--- src/rtl/multi_toggle_gen.sv ---
// Multi-channel square-wave generator with per-channel programmable high/low
// phase lengths, edge pulses, shadowed configuration and global phase alignment.
//
// phase   | meaning
// --------+---------------------------------------------------
// PH_LOW  | out=0, counting low-phase length (also idle state)
// PH_HIGH | out=1, counting high-phase length
module multi_toggle_gen #(
  parameter int NUM_CH   = 4,
  parameter int CNT_W    = 8,
  parameter int DEF_HALF = 5,
  localparam int CH_W    = (NUM_CH > 1) ? $clog2(NUM_CH) : 1
) (
  input  logic              clk,
  input  logic              rst_n,
  input  logic [NUM_CH-1:0] en,
  input  logic              cfg_we,
  input  logic [CH_W-1:0]   cfg_ch,
  input  logic [CNT_W-1:0]  cfg_high,
  input  logic [CNT_W-1:0]  cfg_low,
  input  logic              sync,
  output logic [NUM_CH-1:0] out,
  output logic [NUM_CH-1:0] edge_pulse,
  output logic [NUM_CH-1:0] cfg_pending
);

  typedef enum logic {PH_LOW = 1'b0, PH_HIGH = 1'b1} phase_t;

  localparam logic [CNT_W-1:0] DEF_LEN = CNT_W'(DEF_HALF);

  phase_t           phase_q    [NUM_CH];
  phase_t           phase_d    [NUM_CH];
  logic [CNT_W-1:0] cnt_q      [NUM_CH];
  logic [CNT_W-1:0] cnt_d      [NUM_CH];
  logic [CNT_W-1:0] act_high_q [NUM_CH];
  logic [CNT_W-1:0] act_high_d [NUM_CH];
  logic [CNT_W-1:0] act_low_q  [NUM_CH];
  logic [CNT_W-1:0] act_low_d  [NUM_CH];
  logic [CNT_W-1:0] shd_high_q [NUM_CH];
  logic [CNT_W-1:0] shd_high_d [NUM_CH];
  logic [CNT_W-1:0] shd_low_q  [NUM_CH];
  logic [CNT_W-1:0] shd_low_d  [NUM_CH];
  logic [NUM_CH-1:0] pend_q, pend_d;
  logic [NUM_CH-1:0] pulse_q, pulse_d;

  always_comb begin
    logic             hit;
    logic [CNT_W-1:0] new_high;
    logic [CNT_W-1:0] new_low;
    logic [CNT_W-1:0] len;
    hit      = 1'b0;
    new_high = '0;
    new_low  = '0;
    len      = '0;
    pend_d   = pend_q;
    pulse_d  = '0;
    for (int i = 0; i < NUM_CH; i++) begin
      // Out-of-range channel numbers match no index, so such writes vanish.
      hit      = cfg_we && (cfg_ch == CH_W'(i));
      new_high = hit ? cfg_high : shd_high_q[i];
      new_low  = hit ? cfg_low  : shd_low_q[i];
      len      = (phase_q[i] == PH_HIGH) ? act_high_q[i] : act_low_q[i];
      if (len == '0) len = CNT_W'(1);

      phase_d[i]    = phase_q[i];
      cnt_d[i]      = cnt_q[i];
      act_high_d[i] = act_high_q[i];
      act_low_d[i]  = act_low_q[i];
      shd_high_d[i] = new_high;
      shd_low_d[i]  = new_low;

      if (sync || !en[i]) begin
        phase_d[i]    = PH_LOW;
        cnt_d[i]      = '0;
        act_high_d[i] = new_high;
        act_low_d[i]  = new_low;
        pend_d[i]     = 1'b0;
        pulse_d[i]    = (phase_q[i] == PH_HIGH);
      end else if (cnt_q[i] == len - CNT_W'(1)) begin
        // Boundary loads the shadow as it stood before this edge's write.
        phase_d[i]    = (phase_q[i] == PH_HIGH) ? PH_LOW : PH_HIGH;
        cnt_d[i]      = '0;
        act_high_d[i] = shd_high_q[i];
        act_low_d[i]  = shd_low_q[i];
        pend_d[i]     = hit;
        pulse_d[i]    = 1'b1;
      end else begin
        cnt_d[i]  = cnt_q[i] + CNT_W'(1);
        pend_d[i] = pend_q[i] | hit;
      end
    end
  end

  always_ff @(posedge clk) begin
    if (!rst_n) begin
      for (int i = 0; i < NUM_CH; i++) begin
        phase_q[i]    <= PH_LOW;
        cnt_q[i]      <= '0;
        act_high_q[i] <= DEF_LEN;
        act_low_q[i]  <= DEF_LEN;
        shd_high_q[i] <= DEF_LEN;
        shd_low_q[i]  <= DEF_LEN;
      end
      pend_q  <= '0;
      pulse_q <= '0;
    end else begin
      for (int i = 0; i < NUM_CH; i++) begin
        phase_q[i]    <= phase_d[i];
        cnt_q[i]      <= cnt_d[i];
        act_high_q[i] <= act_high_d[i];
        act_low_q[i]  <= act_low_d[i];
        shd_high_q[i] <= shd_high_d[i];
        shd_low_q[i]  <= shd_low_d[i];
      end
      pend_q  <= pend_d;
      pulse_q <= pulse_d;
    end
  end

  always_comb begin
    out = '0;
    for (int i = 0; i < NUM_CH; i++) out[i] = (phase_q[i] == PH_HIGH);
  end

  assign edge_pulse  = pulse_q;
  assign cfg_pending = pend_q;

endmodule

--- config.mk ---
export PLATFORM = sky130hd
export DESIGN_NAME = multi_toggle_gen
export DESIGN_NICKNAME = d
export VERILOG_FILES = /design/src/rtl/multi_toggle_gen.sv
export SDC_FILE = /design/constraint.sdc
export NUM_CORES = 1
export LEC_CHECK = 0
export ABC_CLOCK_PERIOD_IN_PS = 3600
export BUFFER_PORTS_ARGS = -buffer_cell sky130_fd_sc_hd__buf_2
export CAP_MARGIN = 5
export CORE_ASPECT_RATIO = 1.1
export CORE_MARGIN = 2
export CORE_UTILIZATION = 35
export CTS_CLUSTER_SIZE = 24
export DETAILED_ROUTE_END_ITERATION = 16
export SLEW_MARGIN = 20
export SYNTH_ARGS = -nofsm -noshare
export SYNTH_HDL_FRONTEND = slang
export SYNTH_SLANG_ARGS = --single-unit
--- constraint.sdc ---
create_clock -name clk -period 3.6 [get_ports clk]
set_input_delay 0.18 -clock clk [delete_from_list [all_inputs] [get_ports clk]]
set_output_delay 0.18 -clock clk [all_outputs]
set_load 0.05 [all_outputs]
# Word level (Yosys, flattened, before mapping)
# Memory sizes are Yosys's and may differ from the RTL's.
# Index checks and enable logic that the tools add are counted.
dict set report classes {
  add_sub_neg 8
  eq_ne 7
  mux 90
  n_bitwise 29
  n_reduce_logical 21
}
# operator count
set op_table {}
lappend op_table {{2-to-1 mux 8 bit} 60}
lappend op_table {{adder 8 x 1 -> 8 bit (second input constant)} 4}
lappend op_table {{== test 8 bit} 4}
lappend op_table {{zero test 8 bit} 4}
lappend op_table {{subtractor 8 x 1 -> 8 bit (second input constant)} 4}
lappend op_table {{2-to-1 mux 1 bit} 30}
lappend op_table {{OR 1 bit} 28}
lappend op_table {{OR reduction 2 bit} 4}
lappend op_table {{== test 2 bit (second input constant)} 2}
lappend op_table {{logical AND 1 bit} 4}
lappend op_table {{zero test 1 bit} 4}
lappend op_table {{logical OR 1 bit} 4}
lappend op_table {{== test 2 x 1 -> 1 bit (second input constant)} 1}
lappend op_table {{zero test 2 bit} 1}
lappend op_table {{inverter 1 bit} 1}
dict set report totals {
  regBits 8
  ramBits 164
  in_bits 26
  output_inout_bits 12
  memories 6
}
# memory depth word_bits read_ports rd_ports_with_merged_regs write_ports line
set memory_table {}
lappend memory_table {act_high_q 4 8 4 0 4 35} ;# logic [CNT_W-1:0] act_high_q [NUM_CH];
lappend memory_table {act_low_q 4 8 4 0 4 37} ;# logic [CNT_W-1:0] act_low_q [NUM_CH];
lappend memory_table {cnt_q 4 8 4 0 4 33} ;# logic [CNT_W-1:0] cnt_q [NUM_CH];
lappend memory_table {shd_high_q 4 8 4 0 4 39} ;# logic [CNT_W-1:0] shd_high_q [NUM_CH];
lappend memory_table {shd_low_q 4 8 4 0 4 41} ;# logic [CNT_W-1:0] shd_low_q [NUM_CH];
lappend memory_table {phase_q 4 1 4 0 4 31} ;# phase_t phase_q [NUM_CH];

# Logic depth before layout (Yosys ltp)
dict set report depth {
  depth_word 8
  ltp_mapped 14
  ltp_nobuf 11
}

# Worst setup path before layout
# No wires, ideal clock.
dict set report synth_timing {
  path_kind {register to register}
  from {mem phase_q[0][3] in the netlist's numbering}
  to {mem act_high_q[3][1]}
  setup_time_ns 0.125
  t_arrival_ns 3.294
  slack_ns 0.181
  stages_incl_launch_ff 14
  n_path_buf 3
  cell_sequence {dfxtp_1 -> buf_4 -> or3b_1 -> a222oi_1 -> a21boi_0 -> ha_1 -> a21bo_1 -> or3_1 -> a21oi_1 -> or4_1 -> clkbuf_1 -> buf_6 -> mux2i_1 -> o2bb2ai_1}
}
# element line
set synth_lines {}
lappend synth_lines {{start: declaration} 31}
lappend synth_lines {{end: declaration} 35}

==> impl_metrics.tcl <==
set metrics [dict create \
    hpwl_um 14500 \
    crit_path_end "cnt_q[0][3]" \
    synth.distinct_cells 63 \
    leakage_nw 3.94 \
    fin_ws_ns 0.343 \
    cts_tree "yes" \
    wl_per_cell_um 15.7 \
    grt_overflow_total 0 \
    worstSetupPathDepth 12 \
    crit_top_cell "nor2_1" \
    drt_first_pass_iters 5 \
    outcome "completed" \
    fmax_mhz 307 \
    synthAdderAreaFrac_pct 1.16 \
    grt_pass1_wl_um 34600 \
    crit_buf_inv 2 \
    synth_top_area_cell "dfxtp_1" \
    finalMaxSlewViolations 0 \
    cpPeakStageDelay_ns 0.46 \
    cap_violations 0 \
    fillerInstances 2440 \
    yosysTopAreaCellShare_pct 39.9 \
    cpMaxStageDelayCell "o41a_1" \
    syn_nets 1023 \
    drt_iter0_drc 375 \
    seq_area_um2 3440 \
    worstReg2RegStart "phase_q[0][0]" \
    synthTopCellsByArea "dfxtp_1 40%, mux2i_1 8.5%, nand2_1 7.4%" \
    fin_crit_sh_pct 90.5 \
    die_y_um 169 \
    dp_slack_ns 0.313 \
    syn_inst 989 \
    dieArea_um2 25900 \
    setup_viol 0 \
    synth_edf_count 0 \
    avgSynthCellArea_um2 8.72 \
    drive_above_1_share_pct 11.6 \
    fin_setup_tns_ns 0 \
    critPathKind "reg2reg" \
    row_count 60 \
    path_cells "buf_4 -> nor3_1 -> nor2_1 -> o41a_1 -> ha_1 -> xor2_1 -> xnor2_1 -> nor4_1 -> o221a_2 -> buf_12 -> or2_1 -> nor2_1" \
    cts.sinks 172 \
    worstHoldPathType "in2reg" \
    vdd_drop_max_v 0.000323 \
    n_antenna_cell 0 \
    synth_compound_area_share_pct 17.0 \
    start_util_pct 35.5 \
    final_util_pct 39.9 \
    grt_pass1_vias 6579 \
    crit_path_max_fanout 23 \
    rr_endpoint "cnt_q[0][3]" \
    antenna_found_initial 0 \
    ios 38 \
    rsz0062_at_grt "false" \
    post_cts_buffers 0 \
    hold_buffers 0 \
    powerDensity_nw_per_um2 462 \
    synth-simple-area-share_pct 21.9 \
    die_w_um 154 \
    clk_pin_slew_ns 0.07 \
    r2r_cells 12 \
    clock_skew_ns 0.00842 \
    routabilityCongestion 0.835 \
    grt_max_degree 46 \
    critPathCaptureType "flip-flop" \
    cts_buffers 17 \
    coreArea_um2 24300 \
    routed_wl_um 20800 \
    cts_resized 0 \
    antenna_left 0 \
    track_usage_pct 16.5 \
    min_period_ns 3.26 \
    cts_buffer_depth 2 \
    synthArstFlopShare_pct 0 \
    h-tree-depth 4 \
    arrival_ns 3.57 \
    synth_xor_area_share_pct 7.17 \
    synth_mux_area_share_pct 8.87 \
    syn-cell-area_um2 8620 \
    start_kind "flip-flop" \
    stdcell_area_um2 9700 \
    root_buffer "clkbuf_16" \
    yosysSeqAreaShare_pct 39.9 \
    critPathTopFamily "simple AND/OR/NAND/NOR gates" \
    multiInputGateArea_um2 4850 \
    synth_top_family_by_area "simple AND/OR/NAND/NOR gates" \
    holdPathStages 3 \
    dpl_cell_area_um2 9100 \
    drc 0 \
    via_per_inst 5.19 \
    placement.io_buffers 37 \
    area_delta_synth_final_pct 12.5 \
    finalHoldViolCount 0 \
    crit_start "phase_q[0][0]" \
    nNetsFinal 1036 \
    relSlewSlack_pct 27.9 \
    synth_warnings 0 \
    ys_ff_latch 172 \
    cp_data_required_time_ns 3.91 \
    vias 6877 \
    synth_ff_type "dfxtp_1" \
    worst_slew_pin_slew_ns 1.08 \
    r2r_setup_slack_ns 0.34 \
    clock_latency_ns 0.44 \
]
## state kept, by name (all words and copies together) (netlist names)
| signal | cells |
|---|---|
| cnt_q | 32 |
| shd_high_q | 32 |
| act_low_q | 32 |
| shd_low_q | 32 |
| edge_pulse | 4 |
| cfg_pending | 4 |
| act_high_q | 32 |
| phase_q | 4 |
## cells in the mapped netlist (all sizes together) (2+ instances only)
| master | n |
|---|---|
| a211o | 15 |
| dfxtp | 172 |
| a221o | 11 |
| xor2 | 24 |
| o211a | 12 |
| a21oi | 36 |
| and3 | 27 |
| a21boi | 38 |
| or2 | 5 |
| nor3b | 14 |
| xnor2 | 44 |
| a311o | 4 |
| nor3 | 42 |
| nor2 | 38 |
| o211ai | 8 |
| buf | 18 |
| and2 | 4 |
| inv | 11 |
| a31oi | 7 |
| a22oi | 2 |
| nor2b | 19 |
| mux2 | 3 |
| a221oi | 3 |
| or3 | 12 |
| ha | 8 |
| a211oi | 7 |
| a222oi | 3 |
| nand2b | 5 |
| nand3 | 36 |
| clkbuf | 50 |
| mux2i | 73 |
| or3b | 10 |
| o21ai | 26 |
| nand4 | 2 |
| nand2 | 171 |
| o2bb2ai | 12 |
| o221ai | 4 |
## per-layer routing
layer	part of all wire [%]	vias up	GRT usage, %
met5	0	-	0
met4	3.1	0	6.58
met3	2.9	34	3.56
met2	45	82	26.1
met1	49	3240	21.8
li1	-	3521	-
## worst min-delay path by stage
stage / startpoint / endpoint
finish: cfg_high[6] / shd_high_q[0][6]
global route: cfg_low[2] / shd_low_q[0][2]
CTS: cfg_high[6] / shd_high_q[0][6]
detailed placement: shd_low_q[0][5] / act_low_q[0][5]
global placement: shd_low_q[0][4] / act_low_q[0][4]
floorplan: cfg_high[0] / shd_high_q[0][0]
## power by group
group          total, mW  internal (mW)  switching, mW  leakage [nW]
Sequential          2.03           1.97         0.0586          1.40
Clock               1.87           1.06          0.817         0.292
Combinational      0.578          0.221          0.358          2.25
## logic make-up (layout without fill, tap and decap cells)
group           count (synthesis)  after routing
simple gates                  389            389
buf+inv                        79            105
compound gates                196            196
flops                         172            172
fa+ha+maj                       8              8
mux                            76             76
xor+xnor                       69             69
## placed cells by master (no fill, tap or decap), drive strengths merged, types with 16 or more instances in the layout
cell    netlist  layout
and3         27      27
nor3         42      42
xor2         24      24
mux2i        73      73
nor2         38      38
clkbuf       50      18
xnor2        44      44
nand3        36      36
a21oi        36      36
dfxtp       172     172
a21boi       38      38
nand2       171     171
buf          18      62
o21ai        26      26
nor2b        19      19
inv          11      16
## worst reg2reg max path: cells and delay by family (launching register included)
kind	cells	cell delay, ns
AOI/OAI and AO/OA	2	0.73
xor gates and xnor gates	2	0.29
adders and majority gates	1	0.26
buffers and inverters	2	0.43
DFF	1	0.41
and+or+nand+nor	5	1.02
## through the flow
stage / hold slack (ns) / total power, mW / instances
floorplan: 0.304 / 2.49 / 989
CTS: 0.0610 / 4.53 / 1325
finish: 0.0653 / 4.48 / 1325
global route: 0.0888 / 4.67 / 1325
detailed placement: 0.446 / 2.66 / 1293
global placement: 0.446 / 2.65 / 1293
## cell type report
type                            count  area share, %
Clock inverter                     14           1.65
Tap cell                          310           4.00
Timing Repair Buffer               62           3.97
Sequential cell                   172           35.5
Clock buffer                       18           4.53
Inverter                           11          0.425
Multi-Input combinational cell    738           49.9
(Power assumes the default switching activity.)
